`src/rtl/cache_set.sv`:
```
// One set of a set-associative cache: per-way tag/valid/dirty/LRU age and line data,
// combinational lookup and victim selection, and a word-serial line refill engine.
//
// state  | meaning
// S_IDLE | lookups and read/write hits serviced; fill_start begins a refill
// S_FILL | refilling latched way fw one word per fill_valid; lookups report miss
module cache_set #(
    parameter  int TAG_WIDTH  = 20,
    parameter  int LINE_WIDTH = 4,
    parameter  int WAYS       = 4,
    localparam int AW         = $clog2(WAYS),
    localparam int WI         = LINE_WIDTH - 2,
    localparam int WORDS      = 2 ** WI
) (
    input  logic                  clk,
    input  logic                  reset,
    input  logic                  en,
    input  logic [TAG_WIDTH-1:0]  target,
    input  logic [LINE_WIDTH-1:0] index,
    input  logic                  write_en,
    input  logic [3:0]            byte_en,
    input  logic [31:0]           data,
    output logic                  hit,
    output logic [AW-1:0]         hit_way,
    output logic [31:0]           out,
    output logic [AW-1:0]         victim_way,
    output logic                  victim_valid,
    output logic                  victim_dirty,
    output logic [TAG_WIDTH-1:0]  victim_tag,
    input  logic [WI-1:0]         wb_index,
    output logic [31:0]           wb_data,
    input  logic                  fill_start,
    input  logic [TAG_WIDTH-1:0]  fill_tag,
    input  logic                  fill_valid,
    input  logic [31:0]           fill_data,
    output logic                  fill_busy,
    output logic                  fill_done
);

    typedef enum logic {S_IDLE, S_FILL} state_t;

    state_t state, state_next;

    logic                 valid [WAYS];
    logic                 dirty [WAYS];
    logic [TAG_WIDTH-1:0] tag   [WAYS];
    logic [AW-1:0]        age   [WAYS];
    logic [31:0]          mem   [WAYS][WORDS];

    logic [AW-1:0] fw;
    logic [WI-1:0] cnt;

    logic [WI-1:0] word_sel;
    logic          hit_any;
    logic [AW-1:0] hit_idx;
    logic [AW-1:0] victim_live;
    logic          found_invalid;
    logic          start_fill, acc_hit, fill_word, fill_last;
    logic          lru_en;
    logic [AW-1:0] lru_way;
    logic          unused_offset;

    assign word_sel      = index[LINE_WIDTH-1:2];
    assign unused_offset = ^index[1:0];

    always_comb begin
        hit_any = 1'b0;
        hit_idx = '0;
        for (int i = 0; i < WAYS; i++) begin
            if (valid[i] && tag[i] == target) begin
                hit_any = 1'b1;
                hit_idx = AW'(i);
            end
        end
    end

    assign hit     = hit_any && (state == S_IDLE);
    assign hit_way = hit ? hit_idx : '0;
    assign out     = hit ? mem[hit_idx][word_sel] : 32'h0;

    // Invalid ways are always preferred, lowest index first; otherwise the oldest way.
    always_comb begin
        victim_live   = '0;
        found_invalid = 1'b0;
        for (int i = 0; i < WAYS; i++) begin
            if (!found_invalid && !valid[i]) begin
                victim_live   = AW'(i);
                found_invalid = 1'b1;
            end
        end
        if (!found_invalid) begin
            for (int i = 0; i < WAYS; i++) begin
                if (age[i] == AW'(WAYS - 1)) victim_live = AW'(i);
            end
        end
    end

    assign victim_way   = (state == S_FILL) ? fw : victim_live;
    assign victim_valid = valid[victim_way];
    assign victim_dirty = dirty[victim_way];
    assign victim_tag   = tag[victim_way];
    assign wb_data      = mem[victim_way][wb_index];
    assign fill_busy    = (state == S_FILL);

    always_ff @(posedge clk) begin
        if (reset) state <= S_IDLE;
        else       state <= state_next;
    end

    always_comb begin
        state_next = state;
        start_fill = 1'b0;
        acc_hit    = 1'b0;
        fill_word  = 1'b0;
        fill_last  = 1'b0;
        case (state)
            S_IDLE: begin
                if (fill_start) begin
                    start_fill = 1'b1;
                    state_next = S_FILL;
                end else if (en && hit) begin
                    acc_hit = 1'b1;
                end
            end
            S_FILL: begin
                if (fill_valid) begin
                    fill_word = 1'b1;
                    if (cnt == WI'(WORDS - 1)) begin
                        fill_last  = 1'b1;
                        state_next = S_IDLE;
                    end
                end
            end
            default: state_next = S_IDLE;
        endcase
        lru_en  = acc_hit || fill_last;
        lru_way = fill_last ? fw : hit_idx;
    end

    always_ff @(posedge clk) begin
        if (reset) begin
            for (int i = 0; i < WAYS; i++) begin
                valid[i] <= 1'b0;
                dirty[i] <= 1'b0;
                tag[i]   <= '0;
                age[i]   <= AW'(WAYS - 1 - i);
                for (int j = 0; j < WORDS; j++) mem[i][j] <= 32'h0;
            end
            fw        <= '0;
            cnt       <= '0;
            fill_done <= 1'b0;
        end else begin
            fill_done <= fill_last;
            if (start_fill) begin
                fw                 <= victim_live;
                tag[victim_live]   <= fill_tag;
                valid[victim_live] <= 1'b0;
                dirty[victim_live] <= 1'b0;
                cnt                <= '0;
            end
            if (fill_word) begin
                mem[fw][cnt] <= fill_data;
                cnt          <= cnt + WI'(1);
                if (fill_last) valid[fw] <= 1'b1;
            end
            if (acc_hit && write_en) begin
                for (int b = 0; b < 4; b++) begin
                    if (byte_en[b]) mem[hit_idx][word_sel][8*b +: 8] <= data[8*b +: 8];
                end
                dirty[hit_idx] <= 1'b1;
            end
            // Ages younger than the touched way shift up by one, keeping a permutation.
            if (lru_en) begin
                for (int i = 0; i < WAYS; i++) begin
                    if (AW'(i) == lru_way)        age[i] <= '0;
                    else if (age[i] < age[lru_way]) age[i] <= age[i] + AW'(1);
                end
            end
        end
    end

endmodule
```
`config.mk`:
```
export PLATFORM = sky130hd
export DESIGN_NAME = cache_set
export DESIGN_NICKNAME = d
export VERILOG_FILES = /design/src/rtl/cache_set.sv
export SDC_FILE = /design/constraint.sdc
export NUM_CORES = 2
export LEC_CHECK = 0
export CORE_MARGIN = 5
export CORE_UTILIZATION = 45
export CTS_CLUSTER_SIZE = 25
export DETAILED_ROUTE_END_ITERATION = 6
export PLACE_DENSITY_LB_ADDON = 0.1
export SETUP_SLACK_MARGIN = 0.2
export SKIP_CTS_REPAIR_TIMING = 1
export SLEW_MARGIN = 20
export SYNTH_ARGS = -nofsm -noshare
export SYNTH_HDL_FRONTEND = slang
export SYNTH_SLANG_ARGS = --single-unit
```
`constraint.sdc`:
```
create_clock -name clk -period 5.5 [get_ports clk]
set_input_delay 1.1 -clock clk [delete_from_list [all_inputs] [get_ports clk]]
set_output_delay 1.1 -clock clk [all_outputs]
set_load 0.02 [all_outputs]
```
Word-level counts from Yosys, hierarchy flattened
Memories as Yosys holds them, arrays and structs flattened. Index checks and enable logic that the tools add are counted.

Bits in writable memories: 608. Word-level logic and storage cells: 992. Memories kept: 5. Flip-flop bits (word level): 6. Output and inout port bits: 93.

Equality and inequality tests: 12. Reductions and logical operators: 27. $add $sub $neg: 5. $lt $le $gt $ge: 9. Bitwise gates (word level): 396. Mux-type cells: 534.

Memories: mem (depth 4, bits a word 128, read ports 2, clocked after memory_dff 0, wr ports 4, RTL line 48) `logic [31:0] mem [WAYS][WORDS];`; tag (depth 4, bits a word 20, read ports 5, clocked after memory_dff 0, wr ports 4, RTL line 46) `logic [TAG_WIDTH-1:0] tag [WAYS];`; age (depth 4, bits a word 2, read ports 5, clocked after memory_dff 0, wr ports 4, RTL line 47) `logic [AW-1:0] age [WAYS];`; dirty (depth 4, bits a word 1, read ports 1, clocked after memory_dff 0, wr ports 4, RTL line 45) `logic dirty [WAYS];`; valid (depth 4, bits a word 1, read ports 5, clocked after memory_dff 0, wr ports 4, RTL line 44) `logic valid [WAYS];`.

Operator list (count): $mux W128 (9); $mux W1 (477); $or A1 B1 Y1 (392); $demux W32 S2 (5); $reduce_or A128 Y1 (2); $mux W32 (7); $bmux W32 S2 (2); $eq A20 B20 Y1 (4); $mux W2 (29); $mux W24 (1); $mux W20 (1); $reduce_or A20 Y1 (1); $mux W16 (1); $logic_and A1 B1 Y1 (12); $add A2 B1 Y2 const B (5); $eq A2 B2 Y1 const B (5); $ge A3 B3 Y1 const B (3); $not A2 Y3 (3); $lt A2 B2 Y1 (4); $mux W8 (1); $lt A3 B1 Y1 const B (2); $logic_not A1 Y1 (5); $eq A2 B2 Y1 const A (2); $reduce_or A1 Y1 (4); other kinds (6) (6).

Longest topological paths before layout
An unclocked memory read counts as a cell.

Depth after elaboration: 21. Depth in mapped cells: 14.

Least setup slack after synthesis
Ideal clock, no wire load.

Kind: input -> output. Start point: in target[6]. End point: out out[29]. Path buffers: 3. Data arrival time: 4214 ps. Required time: 4400 ps. Slack: 186 ps. Cell stages on the path: 10. Cell sequence: clkbuf_1 xnor2_1 nand2_1 or3b_1 or4_1 clkbuf_1 a31oi_1 buf_2 o221ai_1 nor4_1.

Elaborated cells between the ends (all ways): 21.

RTL lines: start: declaration (RTL line 18) `input logic [TAG_WIDTH-1:0] target,`; $eq A20 B20 Y1 (RTL line 70) `if (valid[i] && tag[i] == target) begin`; $logic_and A1 B1 Y1 (RTL line 70); $mux W1 (3 in a row) (RTL line 70); $mux W1 (*) (RTL line 70); $logic_and A1 B1 Y1 (*) (RTL line 77) `assign hit = hit_any && (state == S_IDLE);`; net hit (RTL line 23) `output logic hit,`; $mux W32 (*) (RTL line 79) `assign out = hit ? mem[hit_idx][word_sel] : 32'h0;`; end: declaration (RTL line 25) `output logic [31:0] out,`.

Mark *: on every way through the listed nets, which the timed path passes. The rest lies on a longest branch. The select of a mux whose other input is x is not followed.

Final worst setup path
Start point: in target[8]. End point: out out[2].

Word-level cells in the longest chain between the ends: 10. Elaborated cells between the ends (all ways): 21.

RTL lines (RTL line): $eq A20 B20 Y1 (70); $logic_and A1 B1 Y1 (70); $mux W1 (70); $mux W2 (2 in a row) (70); $mem_v2 Z4 W128; $bmux W32 S2 (79); $mux W32 (not written as such) (2 in a row) (79); $mux W32 (*) (79).

Every way passes the cells marked *; elsewhere a longest branch is shown, timed or not. The select of a mux whose other input is x is not followed.

==> results_dict.tcl <==
set metrics [dict create \
    startpoint_type "input port" \
    p_int_mw 8.72 \
    fillers 6199 \
    reg2reg_depth 14 \
    cts_sinks 614 \
    start_util_pct 45.5 \
    synth-main-ff-cell "edfxtp_1" \
    min_period_ns 5.29 \
    ff2ff_setup_slack_ns 1.03 \
    cp_max_fo 7 \
    multiInputGateArea_sq_mm 0.0150 \
    die-area_sq_mm 0.0810 \
    port_buffers 210 \
    ir_drop_v 0.000268 \
    async_flop_share_pct 0 \
    swShare_pct 24.8 \
    grt_pass1_vias 27200 \
    end_kind "primary output" \
    totalPowerFinal_mw 11.6 \
    cap_violations 0 \
    grt_remaining_overflow 0 \
    synth_nets 2975 \
    ys_types 72 \
    clk-insertion-delay-late_ns 0.62 \
    clockPowerShare_pct 40.7 \
    die_w_um 285 \
    rsz0062_at_grt "true" \
    criticalPathCategory "input port to primary output" \
    die_h_um 285 \
    drt_iter0_markers 3297 \
    vias 27000 \
    antenna_found_initial 0 \
    area_delta_synth_final_pct 26.3 \
    hold_viol 0 \
    hp-class "flip-flop to flip-flop" \
    drive_above_1_share_pct 26.9 \
    ctsLongestPathBuffers 3 \
    setup_viol 0 \
    cts_tree "built" \
    timing.fmax_mhz 189 \
    synth_area_per_cell_sq_um 11.9 \
    synth_seq_cells 614 \
    clk_pin_slew_ns 0.05 \
    path_cells "dlymetal6s2s_1 -> xor2_1 -> or4_1 -> or4_4 -> buf_4 -> nor2_4 -> buf_4 -> nand2_1 -> a311oi_1 -> a21oi_1 -> a221oi_1 -> buf_4 -> clkbuf_2" \
    min_period_over_period_pct 96.3 \
    cp.arrival_ns 4.19 \
    required_ns 4.40 \
    finalMaxSlewViolations 0 \
    cpMostUsedCell "buf_4" \
    p_seq_share_pct 46.9 \
    status "finished clean" \
    fin_util_pct 57.5 \
    nNetsFinal 3401 \
    drt-pass1-iter-count 6 \
    syn-cell-area_sq_mm 0.0339 \
    core_area_sq_mm 0.0746 \
    tightest_slew_ns 1.07 \
    synth-seq-area-share_pct 54.2 \
    drc_errors 0 \
    cts_root_buffer "clkbuf_16" \
    ios 213 \
    fin_skew_ns 0.0352 \
    grt_pass1_wl_um 175000 \
    fin_tns_setup_ns 0 \
    reg2reg_from "tag[1][8]" \
    p_leak_nw 16.2 \
    grt_max_degree 118 \
    slew_headroom_pct 28.1 \
    wirelength_um 123000 \
    diodes 0 \
    wl_per_cell_um 28.7 \
    rr_endpoint "mem[0][32]" \
    rows 100 \
    crit_start "target[8]" \
    dpl.cell_count 4137 \
    ys_warn_count 0 \
    synth_cells 2843 \
    grt_usage_pct 28.7 \
    fin_cells 4295 \
    ant_nets 0 \
    gp_congestion 0.924 \
    p_comb_share_pct 12.4 \
    synth_edf_count 608 \
    htree_levels 3 \
    p_switching_mw 2.88 \
    register_area_sq_mm 0.0184 \
    slowest_delay_ns 0.52 \
    viasPerCell 6.29 \
    p_per_area_mw_per_mm2 271 \
    cp-endpoint "out[2]" \
    crit_slowest_cell "or4_4" \
    place_hpwl_um 83000 \
    numCtsBuffers 72 \
]
-- worst min path at each step --
| stage | start | endpoint | cells after the start |
|---|---|---|---|
| finish | cnt[0] | cnt[0] | 1 |
| floorplan | cnt[0] | cnt[0] | 1 |
| global route | cnt[0] | cnt[0] | 1 |
| CTS | cnt[0] | cnt[0] | 1 |
| detailed placement | cnt[0] | cnt[0] | 1 |
| global placement | cnt[0] | cnt[0] | 1 |
-- power groups by stage --
stage | sequential, mW | clock [mW] | combinational (mW)
floorplan | 5.48 | 0 | 0.750
global placement | 5.51 | 0 | 1.35
detailed placement | 5.53 | 0 | 1.36
CTS | 5.43 | 4.77 | 1.37
global route | 5.45 | 4.95 | 1.50
finish | 5.44 | 4.73 | 1.44
-- flip-flops by register name, indices dropped and copies added (netlist names) --
name / flops
age: 8
cnt: 2
dirty: 4
fill_busy: 1
fill_done: 1
fw: 2
mem: 512
tag: 80
valid: 4
-- cell type report --
class	count	share of cell area, %
flip-flops and latches	614	42.9
multi-input cells	1966	34.9
clock buffers	90	4.56
clock inverters	41	0.779
well taps	969	2.83
repair buffers	599	13.9
inverters	16	0.143
-- synthesized netlist by cell type, types with 24 or more instances --
master,instances,area (sq um)
a21oi_1,56,280
o211ai_1,24,180
a22oi_1,74,556
nor3_1,108,541
nand2_1,272,1020
mux2i_1,58,581
buf_6,37,417
edfxtp_1,608,18300
a211oi_1,62,465
mux4_2,150,3380
nand3_1,72,360
a31oi_1,27,169
xnor2_1,61,534
mux2i_4,31,698
o21ai_0,64,320
mux2_2,34,383
and2_1,82,513
clkbuf_1,162,608
nor2_1,475,1780
nor4_1,35,219
o21ai_2,32,280
o221ai_1,24,210
and3_1,24,150
-- through the flow --
| step | setup WS [ns] | hold WS [ns] | cell area, sq um |
|---|---|---|---|
| finish | 0.206 | 0.543 | 42900 |
| global route | 0.164 | 0.597 | 42900 |
| CTS | -0.920 | 0.543 | 41900 |
| detailed placement | -0.908 | 0.536 | 39600 |
| global placement | -0.879 | 0.513 | 39600 |
| floorplan | 0.222 | 0.495 | 33900 |
-- cells by family (layout without fill, tap and decap cells) --
kind of cell	count (synthesis)	in the layout	synth area share, %
simple gates	1141	1141	15.0
fa+ha+maj	12	12	0.442
flops	614	614	54.2
compound gates	458	458	9.55
mux	274	274	14.9
buf+inv	263	746	3.83
xor+xnor	81	81	2.09
-- routing by layer --
metal  vias to the layer above  share of wire (%)  track usage [%]
met3                       308                 11             6.55
li1                      11600                  -                -
met5                         -                  0                0
met4                         0                3.9             11.1
met2                      1644                 48             47.8
met1                     13400                 37             36.6
-- layout by cell type (no fill, tap or decap), types with 16 or more instances in the layout --
master	n
buf_4	313
clkdlybuf4s50_1	143
buf_12	61
o221ai_1	18
nand2_1	267
nand3_1	71
buf_6	16
a211oi_1	49
o21ai_2	34
o21ai_0	62
dlymetal6s2s_1	38
a21oi_1	56
and3_1	24
nor4_2	21
clkbuf_16	83
mux2i_1	57
mux4_2	150
nor3_1	108
nand4_1	21
mux2_2	34
clkbuf_2	19
nor2_1	467
mux2i_4	32
clkinv_2	20
edfxtp_1	608
and2_1	80
o211ai_1	24
a22oi_1	64
o21ai_1	18
a31oi_1	26
xnor2_1	45
xor2_1	17
-- worst max-delay path: cells and delay by family --
kind / cells / cell delay [ns]
AND/OR/NAND/NOR: 4 / 1.23
buffers and inverters: 5 / 0.91
AO/OA/AOI/OAI: 3 / 0.75
XOR/XNOR: 1 / 0.19
Note: power is estimated with default switching activity, not from simulation.
